--- src/rtl/ram_dp_port_arbiter.sv ---
// ram_dp_port_arbiter
//
// Round-robin arbiter that shares a single RAM port between two requesters.
// Each requester raises a level req together with rw/addr/din and holds them
// until it sees a one-cycle ack. The arbiter latches the winner's request,
// drives the RAM for one cycle, waits out the read latency when reading,
// captures the read data into the winner's dout register and pulses ack.
//
// Ports
//   clk, rst                 system clock, asynchronous active-high reset
//   req_n, rw_n, addr_n,     requester n (n = 1, 2) request, direction
//   din_n                    (1 write, 0 read), address and write data
//   ack_n                    requester n completion pulse (registered)
//   dout_n                   requester n read data, held until its next read
//   ram_rw, ram_addr,        RAM port controls; ram_rw is only high during
//   ram_din                  the access cycle of a write
//   ram_dout                 RAM read data, valid RD_LAT cycles after address
//   busy                     high whenever an access is in progress
//
// Timing, with the request sampled at the edge ending cycle T:
//   write: access in T+1, ack in T+2
//   read : access in T+1, RD_LAT wait cycles, ack in T+2+RD_LAT

module ram_dp_port_arbiter #(
   parameter int unsigned ADDR_W = 15,
   parameter int unsigned DATA_W = 4,
   parameter int unsigned RD_LAT = 1   // 0..3
) (
   input  logic              clk,
   input  logic              rst,

   input  logic              req_1,
   input  logic              rw_1,
   input  logic [ADDR_W-1:0] addr_1,
   input  logic [DATA_W-1:0] din_1,
   output logic              ack_1,
   output logic [DATA_W-1:0] dout_1,

   input  logic              req_2,
   input  logic              rw_2,
   input  logic [ADDR_W-1:0] addr_2,
   input  logic [DATA_W-1:0] din_2,
   output logic              ack_2,
   output logic [DATA_W-1:0] dout_2,

   output logic              ram_rw,
   output logic [ADDR_W-1:0] ram_addr,
   output logic [DATA_W-1:0] ram_din,
   input  logic [DATA_W-1:0] ram_dout,

   output logic              busy
);

   typedef enum logic [1:0] {
      StIdle,
      StAccess,
      StWait,
      StAck
   } state_e;

   // Wait counter start value; the last wait cycle is the one where cnt_q is 0.
   localparam logic [1:0] WaitLoad = (RD_LAT > 0) ? 2'(RD_LAT - 1) : 2'd0;

   state_e              state_q, state_d;
   logic                sel_q, sel_d;     // 0: requester 1, 1: requester 2
   logic                last_q, last_d;   // last granted, same encoding as sel
   logic                rw_q, rw_d;
   logic [ADDR_W-1:0]   addr_q, addr_d;
   logic [DATA_W-1:0]   din_q, din_d;
   logic [1:0]          cnt_q, cnt_d;
   logic                ack_1_q, ack_1_d;
   logic                ack_2_q, ack_2_d;
   logic [DATA_W-1:0]   dout_1_q, dout_1_d;
   logic [DATA_W-1:0]   dout_2_q, dout_2_d;

   logic                win;
   logic                done;
   logic                capture;

   // ------------------------------------------------------------------------
   // Next-state logic
   // ------------------------------------------------------------------------
   always_comb begin
      state_d  = state_q;
      sel_d    = sel_q;
      last_d   = last_q;
      rw_d     = rw_q;
      addr_d   = addr_q;
      din_d    = din_q;
      cnt_d    = cnt_q;
      dout_1_d = dout_1_q;
      dout_2_d = dout_2_q;
      win      = 1'b0;
      done     = 1'b0;
      capture  = 1'b0;

      unique case (state_q)
         StIdle: begin
            if (req_1 || req_2) begin
               // On contention the requester that did not win last time goes.
               win     = (req_1 && req_2) ? ~last_q : req_2;
               sel_d   = win;
               last_d  = win;
               rw_d    = win ? rw_2   : rw_1;
               addr_d  = win ? addr_2 : addr_1;
               din_d   = win ? din_2  : din_1;
               state_d = StAccess;
            end
         end

         StAccess: begin
            if (rw_q) begin
               done    = 1'b1;
               state_d = StAck;
            end else if (RD_LAT == 0) begin
               capture = 1'b1;
               done    = 1'b1;
               state_d = StAck;
            end else begin
               cnt_d   = WaitLoad;
               state_d = StWait;
            end
         end

         StWait: begin
            if (cnt_q == 2'd0) begin
               capture = 1'b1;
               done    = 1'b1;
               state_d = StAck;
            end else begin
               cnt_d = cnt_q - 2'd1;
            end
         end

         StAck: begin
            state_d = StIdle;
         end

         default: begin
            state_d = StIdle;
         end
      endcase

      // ack is registered so it rises together with the ACK state.
      ack_1_d = done & ~sel_q;
      ack_2_d = done & sel_q;

      if (capture) begin
         if (sel_q) begin
            dout_2_d = ram_dout;
         end else begin
            dout_1_d = ram_dout;
         end
      end
   end

   // ------------------------------------------------------------------------
   // State registers
   // ------------------------------------------------------------------------
   always_ff @(posedge clk or posedge rst) begin
      if (rst) begin
         state_q  <= StIdle;
         sel_q    <= 1'b0;
         last_q   <= 1'b1;  // requester 2 "last", so requester 1 wins first
         rw_q     <= 1'b0;
         addr_q   <= '0;
         din_q    <= '0;
         cnt_q    <= 2'd0;
         ack_1_q  <= 1'b0;
         ack_2_q  <= 1'b0;
         dout_1_q <= '0;
         dout_2_q <= '0;
      end else begin
         state_q  <= state_d;
         sel_q    <= sel_d;
         last_q   <= last_d;
         rw_q     <= rw_d;
         addr_q   <= addr_d;
         din_q    <= din_d;
         cnt_q    <= cnt_d;
         ack_1_q  <= ack_1_d;
         ack_2_q  <= ack_2_d;
         dout_1_q <= dout_1_d;
         dout_2_q <= dout_2_d;
      end
   end

   // ------------------------------------------------------------------------
   // Outputs
   // ------------------------------------------------------------------------
   // ram_rw is decoded from the state register, so an asynchronous reset
   // during ACCESS removes the write strobe immediately.
   assign ram_rw   = (state_q == StAccess) & rw_q;
   // The latched request only changes on a grant, so the RAM address and
   // data hold their last values while idle.
   assign ram_addr = addr_q;
   assign ram_din  = din_q;
   assign busy     = (state_q != StIdle);

   assign ack_1    = ack_1_q;
   assign ack_2    = ack_2_q;
   assign dout_1   = dout_1_q;
   assign dout_2   = dout_2_q;

endmodule

--- config.mk ---
export PLATFORM = sky130hd
export DESIGN_NAME = ram_dp_port_arbiter
export DESIGN_NICKNAME = d
export VERILOG_FILES = /design/src/rtl/ram_dp_port_arbiter.sv
export SDC_FILE = /design/constraint.sdc
export NUM_CORES = 1
export LEC_CHECK = 0
export CAP_MARGIN = 0
export CELL_PAD_IN_SITES_DETAIL_PLACEMENT = 1
export CELL_PAD_IN_SITES_GLOBAL_PLACEMENT = 2
export CORE_UTILIZATION = 25
export CTS_CLUSTER_DIAMETER = 150
export DETAILED_ROUTE_END_ITERATION = 10
export PLACE_DENSITY = 0.81
export SYNTH_ARGS = -nofsm -noshare
export SYNTH_HDL_FRONTEND = slang
export SYNTH_SLANG_ARGS = --single-unit
export TNS_END_PERCENT = 1
--- constraint.sdc ---
create_clock -name clk -period 3.8 [get_ports clk]
set_clock_uncertainty 0.05 [all_clocks]
set_input_delay 0.95 -clock clk [delete_from_list [all_inputs] [get_ports clk]]
set_output_delay 0.95 -clock clk [all_outputs]
set_load 0.01 [all_outputs]
==> results of run 1 <==
-- routing by layer --
layer  up-vias  routed length, um
met3         2                279
li1        745                  -
met4         0                 16
met5         -                  0
met2        44               2270
met1       737               2126
-- area by class of cell --
type                    count  share of cell area, %
flip-flops and latches     36                  33.82
repair buffers             81                  30.11
multi-input cells         123                  26.74
clock buffers               7                  3.612
well taps                  77                  3.612
clock inverters             1                  1.126
inverters                   7                 0.9850
-- sequential cells by signal, summed over array words and instances (netlist names) --
register / cells
ack_1: 1
dout_1: 4
ack_2: 1
state_q: 2
sel_q: 1
dout_2: 4
last_q: 1
cnt_q: 2
rw_q: 1
ram_addr: 15
ram_din: 4
-- synthesized netlist by cell type (2+ instances only) --
library cell	n
sky130_fd_sc_hd__mux2i_1	2
sky130_fd_sc_hd__nor2_1	23
sky130_fd_sc_hd__ha_1	6
sky130_fd_sc_hd__a21oi_1	42
sky130_fd_sc_hd__nand3_1	2
sky130_fd_sc_hd__inv_1	7
sky130_fd_sc_hd__buf_4	2
sky130_fd_sc_hd__buf_2	6
sky130_fd_sc_hd__mux2_4	4
sky130_fd_sc_hd__nand2_1	25
sky130_fd_sc_hd__mux2_2	5
sky130_fd_sc_hd__dfrtp_1	35
-- metrics by stage --
step	total power [mW]	hold WS, ns	std cells	util, %	area, um^2
after floorplan	1.255	0.3965	175	-	1698
after CTS	2.136	0.4527	332	41.30	2668
after global placement	1.727	0.4361	324	39.35	2541
after detailed placement	1.758	0.4408	324	39.35	2541
after global routing	2.268	0.4767	332	41.30	2668
final	2.097	0.4372	332	41.30	2668
-- power groups by stage --
stage                     registers [mW]  clock network (mW)  logic, mW
final                              0.691               0.370       1.04
after global routing               0.721               0.399       1.15
after CTS                          0.696               0.382       1.06
after detailed placement           0.701                   0       1.06
after global placement             0.693                   0       1.03
after floorplan                    0.755                   0      0.500
-- logic make-up (layout without fill, tap and decap cells) --
kind of cell	Yosys count	after routing
buffers and inverters	16	96
multiplexers	11	11
flip-flops	36	36
AND/OR/NAND/NOR	55	55
AO/OA/AOI/OAI	51	51
adder cells (fa/ha/maj)	6	6
-- worst max path at each step --
| stage | start | end | slack, ns |
|---|---|---|---|
| final | state_q[0] | busy | 1.07 |
| after global routing | state_q[0] | busy | 0.96 |
| after CTS | state_q[0] | busy | 1.04 |
| after detailed placement | req_1 | ram_addr[12] | 1.20 |
| after global placement | req_1 | ram_addr[6] | 1.27 |
| after floorplan | state_q[0] | busy | 1.95 |
==> results, run 1 <==
- The top cell types in the final layout, fill and taps aside, are 78 x sky130_fd_sc_hd__clkdlybuf4s50_1, 42 x sky130_fd_sc_hd__a21oi_1, 35 x sky130_fd_sc_hd__dfrtp_1.
- The peak clock frequency supported by timing is roughly 370 MHz.
- The detailed-route wire length per cell is roughly 14 um.
- The relative area change from synthesis to final layout is 57.11%.
- The number of antenna violations at the first check in global routing is 0.
- The post-synthesis compound-gate area fraction is between 10% and 20%.
- Counting flops with a built-in enable in the synthesized netlist gives 0.
- The clock tree from TritonCTS is built.
- The met2 track demand over resource in global routing is 24.07%.
- The worst-case reg-to-reg path depth is 5.
- The met3 track utilization from global routing is under 10%.
- The worst min-delay path class is reg -> reg.
- The overall routed net length is between 4 and 5 mm.
- The number of buffers and inverters on the critical path is 3.
- The count of filler cells inserted in the layout is around 760.
- Routability-driven placement finished with a final weighted congestion of 0.7075.
- The slowest cell on the critical path is sky130_fd_sc_hd__clkdlybuf4s50_1.
- The launch instance of the worst register-to-register path is state_q[0].
- The terminating pin of the worst hold path is ack_1.
- The count of nets left with antenna violations once routing finished came out at 0.
- The cell that appears most often on the critical path is sky130_fd_sc_hd__inv_1.
- The post-synthesis share of cell area spent on full adders, half adders and majority gates is approximately 4.4%.
- For the worst-skew pair, the clock arrives at the later sink with an insertion delay of approximately 0.28 ns.
- The share of cells above drive strength 1 is 9.020%.
- The number of failing hold endpoints at the final stage is 0.
- The largest vdd supply drop is approximately 0.00056 V.
- Along the worst path, the maximum fanout reaches 7.
- The fraction of post-synthesis cell area in the top cell type by area is about 52%.
- Yosys attributes the largest share of cell area to sky130_fd_sc_hd__dfrtp_1 52%, sky130_fd_sc_hd__a21oi_1 12%, sky130_fd_sc_hd__nand2_1 5.5%, sky130_fd_sc_hd__nor2_1 5.1%, sky130_fd_sc_hd__ha_1 4.4%.
- For this run the aggregate overflow at the end of global routing stands at 0.
- The clock sink total is 36.
- The pin count of the biggest net entering global routing is 22.
- The most common cell after layout, fill and taps aside is sky130_fd_sc_hd__clkdlybuf4s50_1.
- The number of post-CTS setup repair buffers is 0.
- The I/O pin count is ~80.
- The number of stages on the worst setup path is 4.
- The total iterations of the first detailed-routing run is 8.
- Data on the critical path is required at its endpoint by around 2.8 ns.
- The signal on the critical path passes through inv_1 -> ha_1 -> inv_1 -> clkdlybuf4s50_1.
- Across the run, the number of max-cap violations was 0.
- The number of violations reported at the end of detailed-routing iteration 0 is 52.
- The net count after synthesis is between 200 and 250.
- In the global route stage, met1 resource usage came out at a little under a fifth.
- The area share of xor/xnor cells in the synthesized design is 0%.
- The total CTS buffers is 5.
- The worst path in the final design needs a cycle of approximately 2.7 ns, including I/O delays and setup.
- The core area is about 6500 um^2.
- Setup violations remaining at the end of the flow were counted as 0.
- At the pin with the least slew margin, the transition time is around 0.75 ns.
- The floorplan step set the die height to about 84 um.
- The biggest cell delay along the critical path is about 0.49 ns.
- The combined global-route utilization of all metal layers is 14.34%.
- For this run, the leading register cell type out of synthesis is sky130_fd_sc_hd__dfrtp_1.
- The worst setup timing slack at the placement stage is 1.200 ns.
- The ratio of routed vias to standard cells is roughly 4.6.
- The starting utilization of the core area is between 20% and 30%.
- In the final design database the tool counted around 310 nets.
- The largest area contributor in the synthesized netlist is sky130_fd_sc_hd__dfrtp_1.
- The first global-routing pass estimated 8.004 mm of wire.
- In this run the power density over the cells is roughly 790 nW/um^2.
- The final period utilization is between 70% and 80%.
- The count of antenna diodes in the layout is 0.
- In the final layout, flip-flops and latches occupy around 900 um^2.
- The area used by multi-input combinational logic is between 700 and 800 um^2.
- On the critical path the largest part of the delay comes from buffers and inverters.
- The via total after detailed routing is approximately 1500.
- The combinational family with the most area after synthesis is compound AO/OA/AOI/OAI gates.
- The net switching power figure is ~0.72 mW.
- Counting every instance in the synthesized netlist gives roughly 180.
- For this run, design rule violations remaining after detail routing come to 6.
- For flop-to-flop paths, the worst setup slack is roughly 1.9 ns.
- The most utilized layer in the global route result is met2.
- The die outline width is between 80 and 90 um.
- The kind of end point of the critical path is a primary output.
- In this run the most critical hold path is launched from sel_q.
- The via count of the first global-routing pass is roughly 1700.
- The final number of max-transition violations is 0.
- The H-tree level count is 2.
- Of all flip-flops after synthesis, the portion carrying an async set or reset was 100.0%.
- The half-perimeter wire length after detailed placement is 3.491 mm.
- Setup repair after global routing left no endpoint under its margin.
- The simple-gate share of the synthesized area is roughly an eighth.
- For this run, the number of Yosys warnings is 0.
- The sequential share of power is between 30 and 40%.
- The clock network fraction of total power is 17.7%.
- The critical path arrival is 1.73 ns.
- The synthesized area divided by synthesized cell count is between 9 and 10 um^2.
- The tree is rooted in a sky130_fd_sc_hd__clkbuf_8.
- The maximum count of clock buffers along a single path is 2.
- Net switching is between 30% and 40% of the power.
- The synthesized design contains 36 register bits.
- The port buffer count is between 70 and 80.
- The number of hold buffers added after CTS was 0.
- The checks that failed: design-rule violations.
- The startpoint type of the worst setup path is a register.
- The critical path is of the reg -> out type.
- After clock tree synthesis, the clock-pin slew on the worst setup and hold paths is approximately 0.080 ns.
- The combinational group share of total power is approximately 49%.
- Headroom to the max-slew limit came out at 49.86%.
- The number of distinct library cells after synthesis is 28.
- The flow ran to the end, but the final reports show violations.
- Along the worst hold path, the cell count comes to 1.
- The worst path setup slack after routing is ~1.1 ns.
- The sequential element share of the synthesized area is between 50% and 60%.
- Adding up every negative setup slack in the final design gives 0 ns.
- The post-synthesis cell area is between 1500 and 2000 um^2.
- The reported leakage power is between 1 and 1.5 nW.
- After synthesis, the share of cell area in mux cells is around 8%.
- The internal power of the cells totals roughly 1.4 mW.
- The area of the die is 7125 um^2.
- The number of cell rows is 29.
- The endpoint of the worst register-to-register path is ram_addr[12].
- After clock tree synthesis, the repair step resized 0 gates.
(Power assumes the default switching activity.)
==> run 2, diff against run 1 <==
--- a/config.mk
+++ b/config.mk
@@ -8,10 +8,10 @@
 export CAP_MARGIN = 0
 export CELL_PAD_IN_SITES_DETAIL_PLACEMENT = 1
 export CELL_PAD_IN_SITES_GLOBAL_PLACEMENT = 2
-export CORE_UTILIZATION = 25
+export CORE_UTILIZATION = 21
 export CTS_CLUSTER_DIAMETER = 150
 export DETAILED_ROUTE_END_ITERATION = 10
-export PLACE_DENSITY = 0.81
+export PLACE_DENSITY = 0.73
 export SYNTH_ARGS = -nofsm -noshare
 export SYNTH_HDL_FRONTEND = slang
 export SYNTH_SLANG_ARGS = --single-unit
==> constraint.sdc (replaced) <==
create_clock -name clk -period 2.3 [get_ports clk]
set_clock_uncertainty 0.05 [all_clocks]
set_input_delay 0.575 -clock clk [delete_from_list [all_inputs] [get_ports clk]]
set_output_delay 0.575 -clock clk [all_outputs]
set_load 0.01 [all_outputs]
==> run 2 against run 1 <==
The flow now finishes without violations. Die area grew 19%. Hold slack lost 0.0047 ns. First-iteration DRC count shrank 31%. Utilization shrank 6.3 points. Power grew 63%. Critical path type unchanged. Critical endpoint unchanged.
==> results, run 2 (synthesized netlist as in run 1, its figures left out) <==
- At the worst endpoint, the required time is 1.67 ns.
- From synthesis to final layout, the design area changed by 60.06%.
- The number of failing hold endpoints at the final stage is 0.
- After clock tree synthesis, the clock-pin slew on the worst setup and hold paths is around 0.070 ns.
- In the final design database the tool counted approximately 310 nets.
- The worst min-delay path class is reg -> reg.
- STA classifies the critical path endpoint as a primary output.
- The final number of max-transition violations is 0.
- The worst setup path is launched from a register.
- STA puts the critical path data arrival time at 1.60 ns.
- The die outline width is about 90 um.
- The first global-routing pass estimated around 8 mm of wire.
- The smallest hold slack is 0.4325 ns.
- The buffer cell driving the clock tree root is sky130_fd_sc_hd__clkbuf_8.
- The count of filler cells inserted in the layout is 912.
- Detailed routing inserted a total of around 1600 vias.
- The power per cell area is about 1300 nW/um^2.
- 79 I/O pins were placed.
- The time the final worst path needs with I/O delays and setup is approximately 2.2 ns.
- The initialized floorplan defines 32 standard-cell rows.
- Port buffering added a little under 80 buffers.
- The die is about 92 um tall.
- The clock tree from TritonCTS is built.
- The core area is between 7000 and 8000 um^2.
- The count of antenna diodes in the layout is 0.
- The flow ran to the end, and the final reports show no timing, DRC or antenna violations.
- The final cell area excluding filler cells is between 2000 and 3000 um^2.
- The slew at the pin closest to its max-slew limit is just under 0.5 ns.
- The start-to-end type of the worst setup path is reg -> out.
- The reported leakage power is 1.194 nW.
- In this run the worst path has a maximum fanout of 5.
- The pin count of the biggest net entering global routing is 37.
- The number of violations reported at the end of detailed-routing iteration 0 is 36.
- Headroom to the max-slew limit came out at between 60% and 70%.
- The combined global-route utilization of all metal layers is about an eighth.
- Of the cells placed in the final design, the portion with a size suffix greater than 1 is 10.85%.
- The final layout contains routed wiring with a total length of between 4 and 5 mm.
- The total iterations of the first detailed-routing run is 4.
- The final estimated routing congestion in global placement is between 0.7 and 0.8.
- The number of nets with antenna violations after routing is 0.
- In the routed design, unresolved DRC markers number 0.
- The overflow left after global routing is 0.
- For this configuration, the core starts out at a cell density of 21.86%.
- The clock latency reported for the late side of the worst-skew pair is about 0.28 ns.
- After detailed routing, the average wire length per cell comes to roughly 14 um.
- In this run the register-to-register setup slack is 0.61 ns.
- The clock sink total is 36.
- The worst register-to-register path has a depth of 5.
- In the layout the commonest cells are 77 x sky130_fd_sc_hd__clkdlybuf4s50_1, 42 x sky130_fd_sc_hd__a21oi_1, 35 x sky130_fd_sc_hd__dfrtp_1.
- The number of antenna violations at the first check in global routing is 0.
- In this run the number of H-tree levels came out at 2.
- The area of the die is approximately 8400 um^2.
- The final period utilization is slightly below 100%.
- The via count of the first global-routing pass was 1700.
- The final count of negative-setup-slack endpoints is 0.
- The maximum count of clock buffers along a single path is 2.
- The number of flip-flops in the largest register is 15.
- The max-cap check violation count is 0.
- Setup repair after global routing left no endpoint under its margin.
- Derived from the worst setup path, the maximum achievable clock frequency is around 450 MHz.
- The ratio of routed vias to standard cells is approximately 4.3.
- The total CTS buffers is 5.
- The largest vdd supply drop is roughly 0.00030 V.
- Along the worst hold path, the cell count comes to 1.
- The final total negative setup slack is 0 ns.
- The instance area at placement is ~2600 um^2.
- The most common cell after layout, fill and taps aside is sky130_fd_sc_hd__clkdlybuf4s50_1.
- Detailed placement finished with a half-perimeter wire length of around 3.5 mm.
## run 2: critical path, cell delays in order, from the launching register on
cell and delay [ns]:
sky130_fd_sc_hd__dfrtp_1 0.40, sky130_fd_sc_hd__inv_2 0.08, sky130_fd_sc_hd__ha_1 0.21, sky130_fd_sc_hd__inv_1 0.08, sky130_fd_sc_hd__clkdlybuf4s50_1 0.55
## run 2: layout make-up
class | instances | area [um^2] | share of cell area (%)
Multi-Input combinational cell | 123 | 720.7 | 26.52
Inverter | 7 | 26.28 | 0.9668
Clock buffer | 8 | 100.1 | 3.683
Timing Repair Buffer | 84 | 840.8 | 30.94
Tap cell | 102 | 127.6 | 4.696
Sequential cell | 36 | 902.1 | 33.20
## run 2: through the flow
step | worst slack (ns) | instances | power [mW] | utilization [%]
2_1_floorplan | 0.7595 | 175 | 2.073 | -
3_3_place_gp | 0.2460 | 351 | 2.913 | 33.57
3_5_place_dp | 0.1707 | 351 | 2.958 | 33.57
4_1_cts | 0.01289 | 360 | 3.496 | 34.95
5_1_grt | 0.009710 | 360 | 3.687 | 34.99
6_report | 0.07547 | 360 | 3.423 | 34.99
## run 2: final timing paths
kind / startpoint / endpoint
hold / removal: sel_q / ack_1
max in group asynchronous: rst / last_q
hold reg to reg: sel_q / ack_1
setup reg to reg: cnt_q[0] / state_q[1]
setup / recovery: state_q[0] / busy
min in group asynchronous: rst / dout_1[3]
## run 2: layer usage
metal / track usage, % / part of all wire, %
met1: 15.52 / 47
met2: 20.34 / 47
met3: 2.653 / 5.0
met4: 5.469 / 0.92
met5: 0 / 0
## run 2: where the power goes
part	total, mW	switching, mW	internal (mW)
clock	0.496	0.223	0.274
sequential	1.13	0.174	0.957
combinational	1.80	0.817	0.979
## run 2: repair_timing
item	CTS	global route
gates cloned	0	0
gates resized for setup	0	2
setup endpoints to repair	1	2
hold buffers	0	0
setup buffers	1	0
